File: src/rtl/tag_window_counter_if.sv
// Time-tag AXI stream: WORD_WIDTH lanes per beat, each with a tag time and a channel code.
interface axis_tag_interface #(
  parameter int unsigned WORD_WIDTH    = 4,
  parameter int unsigned TIME_WIDTH    = 64,
  parameter int unsigned CHANNEL_WIDTH = 6
) (
  input logic clk,
  input logic rst
);
  logic                                     tvalid;
  logic                                     tready;
  logic [WORD_WIDTH-1:0]                    tkeep;
  logic [WORD_WIDTH-1:0][TIME_WIDTH-1:0]    tagtime;
  logic [WORD_WIDTH-1:0][CHANNEL_WIDTH-1:0] channel;
  logic [TIME_WIDTH-1:0]                    lowest_time_bound;

  modport master (input clk, rst, tready,
                  output tvalid, tkeep, tagtime, channel, lowest_time_bound);
  modport slave  (input clk, rst, tvalid, tkeep, tagtime, channel, lowest_time_bound,
                  output tready);
endinterface

File: src/rtl/tag_window_counter.sv
// Per-channel tag counter over consecutive fixed-length windows, one count vector per window.
// TAG_WINDOW_COUNTER_FALLING_EN: also count falling-edge codes 2**CHANNEL_WIDTH-k into counter k.
module tag_window_counter #(
  parameter int unsigned NUM_CHANNELS  = 8,
  parameter int unsigned COUNT_WIDTH   = 32,
  parameter int unsigned WINDOW_WIDTH  = 48,
  // Must match the parameters of the connected s_time interface.
  parameter int unsigned WORD_WIDTH    = 4,
  parameter int unsigned TIME_WIDTH    = 64,
  parameter int unsigned CHANNEL_WIDTH = 6
) (
  input  logic                                clk,
  input  logic                                rst_n,
  axis_tag_interface.slave                    s_time,
  input  logic                                start,
  input  logic                                stop,
  input  logic [WINDOW_WIDTH-1:0]             window_length_ps,
  output logic                                m_valid,
  input  logic                                m_ready,
  output logic [NUM_CHANNELS*COUNT_WIDTH-1:0] m_counts,
  output logic [TIME_WIDTH-1:0]               m_window_start,
  output logic                                m_overflow,
  output logic                                busy
);
  localparam int unsigned IW = $clog2(WORD_WIDTH + 1);

  typedef enum logic [1:0] {IDLE, ARM, COUNT, EMIT} state_e;

  state_e                                     state_q;
  logic [WINDOW_WIDTH-1:0]                    len_q;
  logic [TIME_WIDTH-1:0]                      win_start_q;
  logic [NUM_CHANNELS-1:0][COUNT_WIDTH-1:0]   cnt_q, cnt_d;
  logic                                       ovf_q, ovf_d;
  logic [WORD_WIDTH-1:0]                      consumed_q;
  logic                                       stop_pend_q;

  logic [TIME_WIDTH-1:0] win_end, first_time;
  logic [WORD_WIDTH-1:0] live, elig;
  logic                  any_live, any_pend, found, close_win;
  logic [IW-1:0]         inc;
  logic                  sat;

  function automatic logic chan_hit(input logic [CHANNEL_WIDTH-1:0] ch, input int unsigned k);
    logic hit;
    hit = (ch == CHANNEL_WIDTH'(k + 1));
`ifdef TAG_WINDOW_COUNTER_FALLING_EN
    hit = hit | (ch == CHANNEL_WIDTH'((1 << CHANNEL_WIDTH) - k - 1));
`endif
    return hit;
  endfunction

  // Returns {saturated, value}; an overflowing sum clamps to all-ones.
  function automatic logic [COUNT_WIDTH:0] sat_add(input logic [COUNT_WIDTH-1:0] a,
                                                   input logic [IW-1:0] b);
    logic [COUNT_WIDTH:0] s;
    s = {1'b0, a} + (COUNT_WIDTH + 1)'(b);
    return s[COUNT_WIDTH] ? '1 : s;
  endfunction

  always_comb begin
    win_end    = win_start_q + TIME_WIDTH'(len_q);
    live       = '0;
    elig       = '0;
    first_time = '0;
    found      = 1'b0;
    for (int unsigned i = 0; i < WORD_WIDTH; i++) begin
      if (s_time.tkeep[i] && !found) begin
        first_time = s_time.tagtime[i];
        found      = 1'b1;
      end
      live[i] = s_time.tvalid & s_time.tkeep[i] & ~consumed_q[i];
      elig[i] = live[i] & (s_time.tagtime[i] < win_end);
    end
    any_live  = |live;
    any_pend  = |(live & ~elig);
    close_win = any_pend || (!any_live && (s_time.lowest_time_bound >= win_end));

    ovf_d = ovf_q;
    cnt_d = cnt_q;
    inc   = '0;
    sat   = 1'b0;
    for (int unsigned k = 0; k < NUM_CHANNELS; k++) begin
      inc = '0;
      for (int unsigned i = 0; i < WORD_WIDTH; i++) begin
        if (elig[i] && chan_hit(s_time.channel[i], k)) inc = inc + IW'(1);
      end
      {sat, cnt_d[k]} = sat_add(cnt_q[k], inc);
      ovf_d = ovf_d | sat;
    end
  end

  always_comb begin
    unique case (state_q)
      IDLE:    s_time.tready = 1'b1;
      ARM:     s_time.tready = s_time.tvalid & ~|s_time.tkeep;
      COUNT:   s_time.tready = ~any_pend;
      default: s_time.tready = 1'b0;
    endcase
  end

  assign busy = (state_q != IDLE);

  always_ff @(posedge clk or negedge rst_n) begin
    if (!rst_n) begin
      state_q        <= IDLE;
      len_q          <= '0;
      win_start_q    <= '0;
      cnt_q          <= '0;
      ovf_q          <= 1'b0;
      consumed_q     <= '0;
      stop_pend_q    <= 1'b0;
      m_valid        <= 1'b0;
      m_counts       <= '0;
      m_window_start <= '0;
      m_overflow     <= 1'b0;
    end else begin
      unique case (state_q)
        IDLE: begin
          consumed_q  <= '0;
          stop_pend_q <= 1'b0;
          if (start && (window_length_ps != '0)) begin
            len_q   <= window_length_ps;
            state_q <= ARM;
          end
        end
        ARM: begin
          if (stop) begin
            state_q <= IDLE;
          end else if (s_time.tvalid && |s_time.tkeep) begin
            win_start_q <= first_time;
            state_q     <= COUNT;
          end
        end
        COUNT: begin
          if (stop) stop_pend_q <= 1'b1;
          cnt_q <= cnt_d;
          ovf_q <= ovf_d;
          // A beat with pending lanes stays on the bus; only its counted lanes are masked off.
          if (any_pend)           consumed_q <= consumed_q | elig;
          else if (s_time.tvalid) consumed_q <= '0;
          if (close_win) begin
            state_q        <= EMIT;
            m_valid        <= 1'b1;
            m_counts       <= cnt_d;
            m_overflow     <= ovf_d;
            m_window_start <= win_start_q;
          end
        end
        EMIT: begin
          if (stop) stop_pend_q <= 1'b1;
          if (m_ready) begin
            m_valid     <= 1'b0;
            cnt_q       <= '0;
            ovf_q       <= 1'b0;
            win_start_q <= win_end;
            if (stop_pend_q || stop) begin
              state_q     <= IDLE;
              stop_pend_q <= 1'b0;
            end else begin
              state_q <= COUNT;
            end
          end
        end
        default: state_q <= IDLE;
      endcase
    end
  end
endmodule

File: src/flat_wrapper.sv
// flat-port wrapper written by rule: the top's interface ports become plain ports
module tag_window_counter_flat 
#(
  parameter int unsigned NUM_CHANNELS  = 8,
  parameter int unsigned COUNT_WIDTH   = 32,
  parameter int unsigned WINDOW_WIDTH  = 48,
                                                                 
  parameter int unsigned WORD_WIDTH    = 4,
  parameter int unsigned TIME_WIDTH    = 64,
  parameter int unsigned CHANNEL_WIDTH = 6
)
  (clk, rst_n, start, stop, window_length_ps, m_valid, m_ready, m_counts, m_window_start, m_overflow, busy, rst, s_time_tvalid, s_time_tkeep, s_time_tagtime, s_time_channel, s_time_lowest_time_bound, s_time_tready);
  axis_tag_interface #(.WORD_WIDTH(WORD_WIDTH), .TIME_WIDTH(TIME_WIDTH), .CHANNEL_WIDTH(CHANNEL_WIDTH)) s_time_i (.clk(clk), .rst(rst));
  input  logic clk;
  input  logic rst_n;
  input  logic start;
  input  logic stop;
  input  logic [WINDOW_WIDTH-1:0] window_length_ps;
  output logic m_valid;
  input  logic m_ready;
  output logic [NUM_CHANNELS*COUNT_WIDTH-1:0] m_counts;
  output logic [TIME_WIDTH-1:0] m_window_start;
  output logic m_overflow;
  output logic busy;
  input wire logic rst;
  input wire logic [$bits(s_time_i.tvalid)-1:0] s_time_tvalid;
  input wire logic [$bits(s_time_i.tkeep)-1:0] s_time_tkeep;
  input wire logic [$bits(s_time_i.tagtime)-1:0] s_time_tagtime;
  input wire logic [$bits(s_time_i.channel)-1:0] s_time_channel;
  input wire logic [$bits(s_time_i.lowest_time_bound)-1:0] s_time_lowest_time_bound;
  output wire logic [$bits(s_time_i.tready)-1:0] s_time_tready;
  assign s_time_i.tvalid = s_time_tvalid;
  assign s_time_i.tkeep = s_time_tkeep;
  assign s_time_i.tagtime = s_time_tagtime;
  assign s_time_i.channel = s_time_channel;
  assign s_time_i.lowest_time_bound = s_time_lowest_time_bound;
  assign s_time_tready = s_time_i.tready;
  tag_window_counter #(.NUM_CHANNELS(NUM_CHANNELS), .COUNT_WIDTH(COUNT_WIDTH), .WINDOW_WIDTH(WINDOW_WIDTH), .WORD_WIDTH(WORD_WIDTH), .TIME_WIDTH(TIME_WIDTH), .CHANNEL_WIDTH(CHANNEL_WIDTH)) u_core (.clk(clk), .rst_n(rst_n), .s_time(s_time_i), .start(start), .stop(stop), .window_length_ps(window_length_ps), .m_valid(m_valid), .m_ready(m_ready), .m_counts(m_counts), .m_window_start(m_window_start), .m_overflow(m_overflow), .busy(busy));
endmodule
File: config.mk
export PLATFORM = sky130hd
export DESIGN_NAME = tag_window_counter_flat
export DESIGN_NICKNAME = d
export VERILOG_FILES = /design/src/rtl/tag_window_counter_if.sv /design/src/rtl/tag_window_counter.sv /design/src/flat_wrapper.sv
export SDC_FILE = /design/constraint.sdc
export NUM_CORES = 2
export LEC_CHECK = 0
export BUFFER_PORTS_ARGS = -buffer_cell sky130_fd_sc_hd__buf_2
export CAP_MARGIN = 25
export CORE_ASPECT_RATIO = 1.5
export CORE_MARGIN = 1.5
export CORE_UTILIZATION = 55
export DETAILED_ROUTE_END_ITERATION = 8
export PLACE_DENSITY = 0.77
export SYNTH_ARGS = -nofsm -noshare
export SYNTH_HDL_FRONTEND = slang
export SYNTH_SLANG_ARGS = --single-unit
File: constraint.sdc
create_clock -name clk -period 13.2 [get_ports clk]
set_input_delay 1.98 -clock clk [delete_from_list [all_inputs] [get_ports clk]]
set_output_delay 1.98 -clock clk [all_outputs]
set_load 0.02 [all_outputs]
## Word-level counts from Yosys, hierarchy flattened

Index checks and enable logic that the tools add are counted.

- Bitwise logic cells: 29
- $lt $le $gt $ge: 5
- Reduce and logical (&&, ||, !) cells: 62
- $add $sub $neg: 33
- Muxes and demuxes: 72
- Equality and inequality tests: 42

Operators with widths:

| kind | number |
|---|---|
| 256-bit case mux with 2 select lines | 1 |
| 64-bit 2-to-1 mux | 7 |
| 32-bit by 3-bit adder with 33-bit output | 8 |
| 33-bit 2-to-1 mux | 8 |
| 64-bit less-than comparator | 4 |
| 256-bit 2-to-1 mux | 1 |
| 64-bit case mux with 2 select lines | 1 |
| 6-bit by 3-bit == test with 1-bit output (second input constant) | 16 |
| 3-bit 2-to-1 mux | 24 |
| 64-bit by 48-bit adder with 64-bit output | 1 |
| 64-bit greater-or-equal comparator | 1 |
| 3-bit by 1-bit adder with 3-bit output (second input constant) | 16 |
| 6-bit by 2-bit == test with 1-bit output (second input constant) | 8 |
| 48-bit nonzero test | 1 |
| 1-bit logical AND | 38 |
| 6-bit by 1-bit == test with 1-bit output (second input constant) | 4 |
| 6-bit by 4-bit == test with 1-bit output (second input constant) | 4 |
| 1-bit by 1-bit adder with 2-bit output (second input constant) | 8 |
| 1-bit 2-to-1 mux | 16 |
| 1-bit bitwise AND | 13 |
| 2-bit 2-to-1 mux | 6 |
| 4-bit OR reduction | 3 |
| 4-bit 2-to-1 mux | 2 |
| 1-bit bitwise OR | 8 |
| other kinds (21) | 44 |

- Flip-flop bits (word level): 698
- Bits of input ports: 403
- Output and inout bits: 324
- Logic and storage cells: 261

## Logic depth before layout (Yosys ltp)

- Word-level depth: 22
- Mapped depth: 46
- Mapped depth without buffers: 43

## Worst setup path after synthesis

No wires, ideal clock.

- Path kind: reg-to-reg
- Start point: register u_core.win_start_q[10]
- End point: register u_core.cnt_q[19] in the netlist's numbering
- Setup time: 66 ps
- Arrival: 9,729 ps
- Required time: 13,134 ps
- Setup slack: 3,405 ps
- Stages on the path, launching flop included: 39
- Clock period less this slack: 9,795 ps
- Buffers on the path: 1
- Path through: dfrtp_1 -> ha_1 -> a21oi_1 -> o21ai_0 -> a311oi_1 -> a21oi_1 -> o31ai_1 -> a21oi_1 -> a21boi_0 -> nand3b_1 -> nand2_1 -> xnor2_1 -> ha_1 -> a21o_1 -> a21o_1 -> a21o_1 -> a211oi_1 -> o21bai_1 -> [3 not listed] -> nor3_1 -> or3b_2 -> nor3_1 -> ha_1 -> xor2_1 -> ha_1 -> mux2i_1 -> fa_1 -> nand2b_1 -> a2111oi_0 -> and3_1 -> nor3b_1 -> nand2_1 -> nor2_1 -> nand2_1 -> clkbuf_1 -> o31ai_1 -> a22o_1

- Cells in the longest elaborated chain, start to end: 14
- Elaborated cells on any way between the ends: 23
- Classes of those cells: 5 x add/sub; 4 x order compare; 6 x mux; 4 x bitwise; 4 x reduce/logical

Ends and longest elaborated chain:

| item | line | source |
|---|---|---|
| start, declared | tag_window_counter.sv:31 | `logic [TIME_WIDTH-1:0] win_start_q;` |
| start signal, assigned | tag_window_counter.sv:130 | `win_start_q <= first_time;` |
| start signal, assigned | tag_window_counter.sv:155 | `win_start_q <= win_end;` |
| 64-bit by 48-bit adder with 64-bit output (*) | tag_window_counter.sv:61 | `win_end = win_start_q + TIME_WIDTH'(len_q);` |
| 64-bit less-than comparator | tag_window_counter.sv:72 | `elig[i] = live[i] & (s_time.tagtime[i] < win_end);` |
| 1-bit bitwise AND | tag_window_counter.sv:72 |  |
| 1-bit logical AND | tag_window_counter.sv:85 | `if (elig[i] && chan_hit(s_time.channel[i], k)) inc = inc + IW'(1);` |
| 1-bit 2-to-1 mux | tag_window_counter.sv:85 |  |
| 1-bit by 1-bit adder with 2-bit output | tag_window_counter.sv:85 |  |
| 3-bit 2-to-1 mux | tag_window_counter.sv:85 |  |
| 3-bit by 1-bit adder with 3-bit output | tag_window_counter.sv:85 |  |
| 3-bit 2-to-1 mux | tag_window_counter.sv:85 |  |
| 3-bit by 1-bit adder with 3-bit output | tag_window_counter.sv:85 |  |
| 3-bit 2-to-1 mux (*) | tag_window_counter.sv:85 |  |
| 32-bit by 3-bit adder with 33-bit output (*) | tag_window_counter.sv:56 | `s = {1'b0, a} + (COUNT_WIDTH + 1)'(b);` |
| 33-bit 2-to-1 mux (*) | tag_window_counter.sv:57 | `return s[COUNT_WIDTH] ? '1 : s;` |
| 256-bit case mux with 2 select lines (*) | tag_window_counter.sv:117 | `unique case (state_q)` |
| end signal, assigned | tag_window_counter.sv:136 | `cnt_q <= cnt_d;` |
| end, declared | tag_window_counter.sv:32 | `logic [NUM_CHANNELS-1:0][COUNT_WIDTH-1:0] cnt_q, cnt_d;` |

Every way passes the cells marked *; elsewhere a longest branch is shown, timed or not.
A chain may end at the register's enable or synchronous reset.

## Worst setup path in the final report

- Start point: register u_core.len_q[10]
- End point: register u_core.m_overflow

- Cells in the longest elaborated chain, start to end: 21
- Elaborated cells on any way between the ends: 128
- Classes of those cells: 33 x add/sub; 5 x order compare; 40 x mux; 14 x bitwise; 36 x reduce/logical

Ends and longest elaborated chain:

| item | line | source |
|---|---|---|
| start, declared | tag_window_counter.sv:30 | `logic [WINDOW_WIDTH-1:0] len_q;` |
| start signal, assigned | tag_window_counter.sv:122 | `len_q <= window_length_ps;` |
| 64-bit by 48-bit adder with 64-bit output (*) | tag_window_counter.sv:61 |  |
| 64-bit less-than comparator | tag_window_counter.sv:72 |  |
| 1-bit bitwise AND | tag_window_counter.sv:72 |  |
| 1-bit logical AND | tag_window_counter.sv:85 |  |
| 1-bit 2-to-1 mux | tag_window_counter.sv:85 |  |
| 1-bit by 1-bit adder with 2-bit output | tag_window_counter.sv:85 |  |
| 3-bit 2-to-1 mux | tag_window_counter.sv:85 |  |
| 3-bit by 1-bit adder with 3-bit output | tag_window_counter.sv:85 |  |
| 3-bit 2-to-1 mux | tag_window_counter.sv:85 |  |
| 3-bit by 1-bit adder with 3-bit output | tag_window_counter.sv:85 |  |
| 3-bit 2-to-1 mux | tag_window_counter.sv:85 |  |
| 32-bit by 3-bit adder with 33-bit output | tag_window_counter.sv:56 |  |
| 33-bit 2-to-1 mux | tag_window_counter.sv:57 |  |
| 1-bit bitwise OR (8 in a row) | tag_window_counter.sv:88 | `ovf_d = ovf_d \| sat;` |
| end signal, assigned | tag_window_counter.sv:145 | `m_overflow <= ovf_d;` |
| end, declared | tag_window_counter.sv:22 | `output logic m_overflow,` |

Marked as above.

==> summary.txt <==
status: complete, no violations
CP Launch Type: flip-flop
sequential fraction of the synthesis area: 36.3%
total global-route track usage: 39.2%
Gate Count Post-Synth: 5251
Hold Slack: 0.492 ns
total CTS buffers: 72
max-cap viol count: 0
post-synth top area cell: dfrtp_1
minimum clock period after layout: 12.55 ns
Starting Density: 55.6%
Via density: 6.31
CTS tree: done
Longest Clk Path Bufs: 3
Power Total: 12.7 mW
first-pass GRT wire length: 264000 microns
antenna violations before repair: 83
Post-DP HPWL: 133000 microns
port bufs: 725
FP Rows: 132
Int Power: 6.50 mW
post-place setup slack: 1.01 ns
Iteration-0 DRC Markers: 3308
H-tree level count: 3
mapped cell area: 48100 sq um
Yosys reg bits: 698
Synth top area share: 36.3%
Routability Congestion: 1.10
Worst Path Max Fanout: 18
VDD IR-drop max: 0.000169 V
Pleak: 28.0 nW
combinational share of power: 61.6%
ranking of synthesized cells by area: dfrtp_1, ha_1, mux2_2, nand2_1, o21ai_0
Die Ht: 365 microns
Synth Area per Inst: 9.16 sq um
CTS sink count: 698
Peak Freq: 0.0797 GHz
Core Region: 86500 sq um
NumNets Final: 6686
Min-Delay Path Class: flip-flop to flip-flop
total gr overflow: 0
Setup Viol. Count Final: 0
CP required: 13.80 ns
PD cells: 229 nW/um^2
postcts setup bufs: 0
Final Max Slew Viols: 0
die area: 89200 sq um
synthesis warning total: 0
Slew headroom: 21.9%
worst skew pair latency: 0.68 ns
WL final: 179000 microns
clock-pin slew on the worst setup and hold paths: 0.06 ns
Post-Syn Nets: 6068
Root Driver: clkbuf_16
slowest cell on the critical path: xnor2_1
Die X: 244 microns
Crit Path Class: flip-flop to flip-flop
Synth Flop Type: dfrtp_1
Clk pwr share: 16.8%
crit-path max cell delay: 0.75 ns
Worst EP arrival: 13.15 ns
switch share: 48.9%
Synth async-reset ratio: 100%
Psw: 6.22 mW
skew final: 0.0295 ns
Post-synth EDFFs: 0
Crit. End Element: flip-flop
DR DRC count: 0
Worst-Margin Slew: 1.16 ns
area grow syn2layout: 15.5%
vias in the first global route: 43800
final period utilization: 95.1%
DRT antenna net count: 0
share of cells above drive strength 1: 22.7%
Seq pwr share: 21.6%
DRT Pass-1 Iters: 6
Distinct cells, synth: 85
Ports: 727
final worst slack: 0.650 ns
DR vias: 45000
CP most frequent cell: ha_1
Final Hold Fails: 0
WL/cell: 25.1 microns
largest net degree at the start of global routing: 222
## cell usage after synthesis (15+ instances only)
master and n:
dfrtp_1 698, nand2_1 662, o21ai_0 457, ha_1 405, mux2_2 357, a21oi_1 304
nor2_1 263, clkbuf_1 216, inv_1 172, a22o_1 169, xnor2_1 147, nand3_1 146
xor2_1 123, a21o_1 120, nand4_1 101, and3_1 80, nor3_1 69, a22oi_1 67
a211oi_1 52, nor2b_1 45, nor4_1 43, o31ai_1 42, mux2i_1 37, buf_2 36
a31oi_1 34, nand2b_1 30, and2_1 28, a221oi_1 22, o21a_1 22, o211ai_1 21
or2_2 20, or3_1 19, a221o_1 18, o21bai_1 18, and4_1 17, buf_1 16
a2111oi_0 15
## logic make-up (layout without fill, tap and decap cells)
group                    after synthesis  count (layout)  synth area share (%)
AND/OR/NAND/NOR                     1579            1579                  15.6
adder cells (fa/ha/maj)              416             416                  11.0
XOR/XNOR                             271             271                  4.97
other                                  0              72                     0
multiplexers                         395             395                  9.18
flip-flops                           698             698                  36.3
AO/OA/AOI/OAI                       1450            1450                  19.5
buffers and inverters                442            1113                  3.55
## stage by stage
stage	utilization, %	area (sq um)	cells	TNS, ns
6_report	64.2	55500	7133	0
5_1_grt	64.1	55500	7102	-0.400
4_1_cts	63.9	55300	7057	0
3_5_place_dp	61.1	52900	6930	0
3_3_place_gp	61.1	52800	6928	0
2_1_floorplan	-	48100	5251	0
## power by group through the flow
stage	registers (mW)	logic, mW	clock network [mW]
3_5_place_dp	2.77	7.57	0
2_1_floorplan	2.79	5.03	0
5_1_grt	2.77	8.51	2.23
4_1_cts	2.73	7.61	2.16
3_3_place_gp	2.76	7.39	0
6_report	2.75	7.83	2.14
## per-layer routing
| metal | up-vias | global-route usage (%) | part of all wire (%) |
|---|---|---|---|
| li1 | 20500 | - | - |
| met1 | 21800 | 41.2 | 34 |
| met3 | 622 | 12.5 | 9.8 |
| met5 | - | 0 | 0.17 |
| met4 | 46 | 29.6 | 8.5 |
| met2 | 2041 | 65.5 | 47 |
## state kept, by name, indices dropped and copies added (netlist names)
register / count
u_core.state_q: 2
u_core.len_q: 48
u_core.m_counts: 256
u_core.ovf_q: 1
u_core.m_overflow: 1
u_core.m_window_start: 64
u_core.win_start_q: 64
u_core.m_valid: 1
u_core.stop_pend_q: 1
u_core.consumed_q: 4
u_core.cnt_q: 256
## cell type report
class | instances | area [sq um]
sequential | 698 | 17500
timing repair buffer | 813 | 4410
tap | 1139 | 1430
fill | 7350 | 31000
inverter | 173 | 649
clock buffer | 96 | 2020
antenna | 72 | 180
multi-input combinational | 4111 | 29000
clock inverter | 31 | 377
## critical path: cells and delay by family, from the launching register on
kind	cells	cell delay [ns]
buf+inv	3	0.75
compound gates	16	4.91
mux	1	0.09
flops	1	0.41
fa+ha+maj	5	1.89
xor+xnor	2	0.95
simple gates	14	3.44
## repair_timing
| item | in CTS | in global routing |
|---|---|---|
| endpoints found under the hold margin | 0 | 0 |
| setup endpoints to repair | 0 | 10 |
| hold buffers | 0 | 0 |
| gates resized for setup | 0 | 1 |
## final timing paths
| path | end | from | slack (ns) | cells past startpoint |
|---|---|---|---|---|
| max in group asynchronous | u_core.m_counts[143]$_DFFE_PN0P_ | rst_n | 9.09 | 4 |
| min in group asynchronous | u_core.win_start_q[55]$_DFFE_PN0P_ | rst_n | 1.24 | 1 |
| worst max-delay path | u_core.m_overflow$_DFFE_PN0P_ | u_core.len_q[10]$_DFFE_PN0P_ | 0.65 | 41 |
| worst min-delay path | u_core.cnt_q[162]$_DFFE_PN0P_ | u_core.cnt_q[162]$_DFFE_PN0P_ | 0.49 | 2 |
| worst max register to register | u_core.m_overflow$_DFFE_PN0P_ | u_core.len_q[10]$_DFFE_PN0P_ | 0.65 | 41 |
| worst min register to register | u_core.cnt_q[162]$_DFFE_PN0P_ | u_core.cnt_q[162]$_DFFE_PN0P_ | 0.49 | 2 |
## placed cells by master, fill, tap and decap left out, types with 72 or more instances in the layout
cell       Yosys  layout
a22o_1       169     169
buf_2         36     725
nand3_1      146     146
nand4_1      101     101
a21oi_1      304     304
and3_1        80      80
a21o_1       120     120
diode_2        0      72
clkbuf_16      0      74
nand2_1      662     658
mux2_2       357     357
xnor2_1      147     147
ha_1         405     405
nor2_1       263     263
xor2_1       123     123
o21ai_0      457     457
dfrtp_1      698     698
inv_1        172     172
buf_4          0      79
No activity file was read; power rests on OpenSTA's default activity.
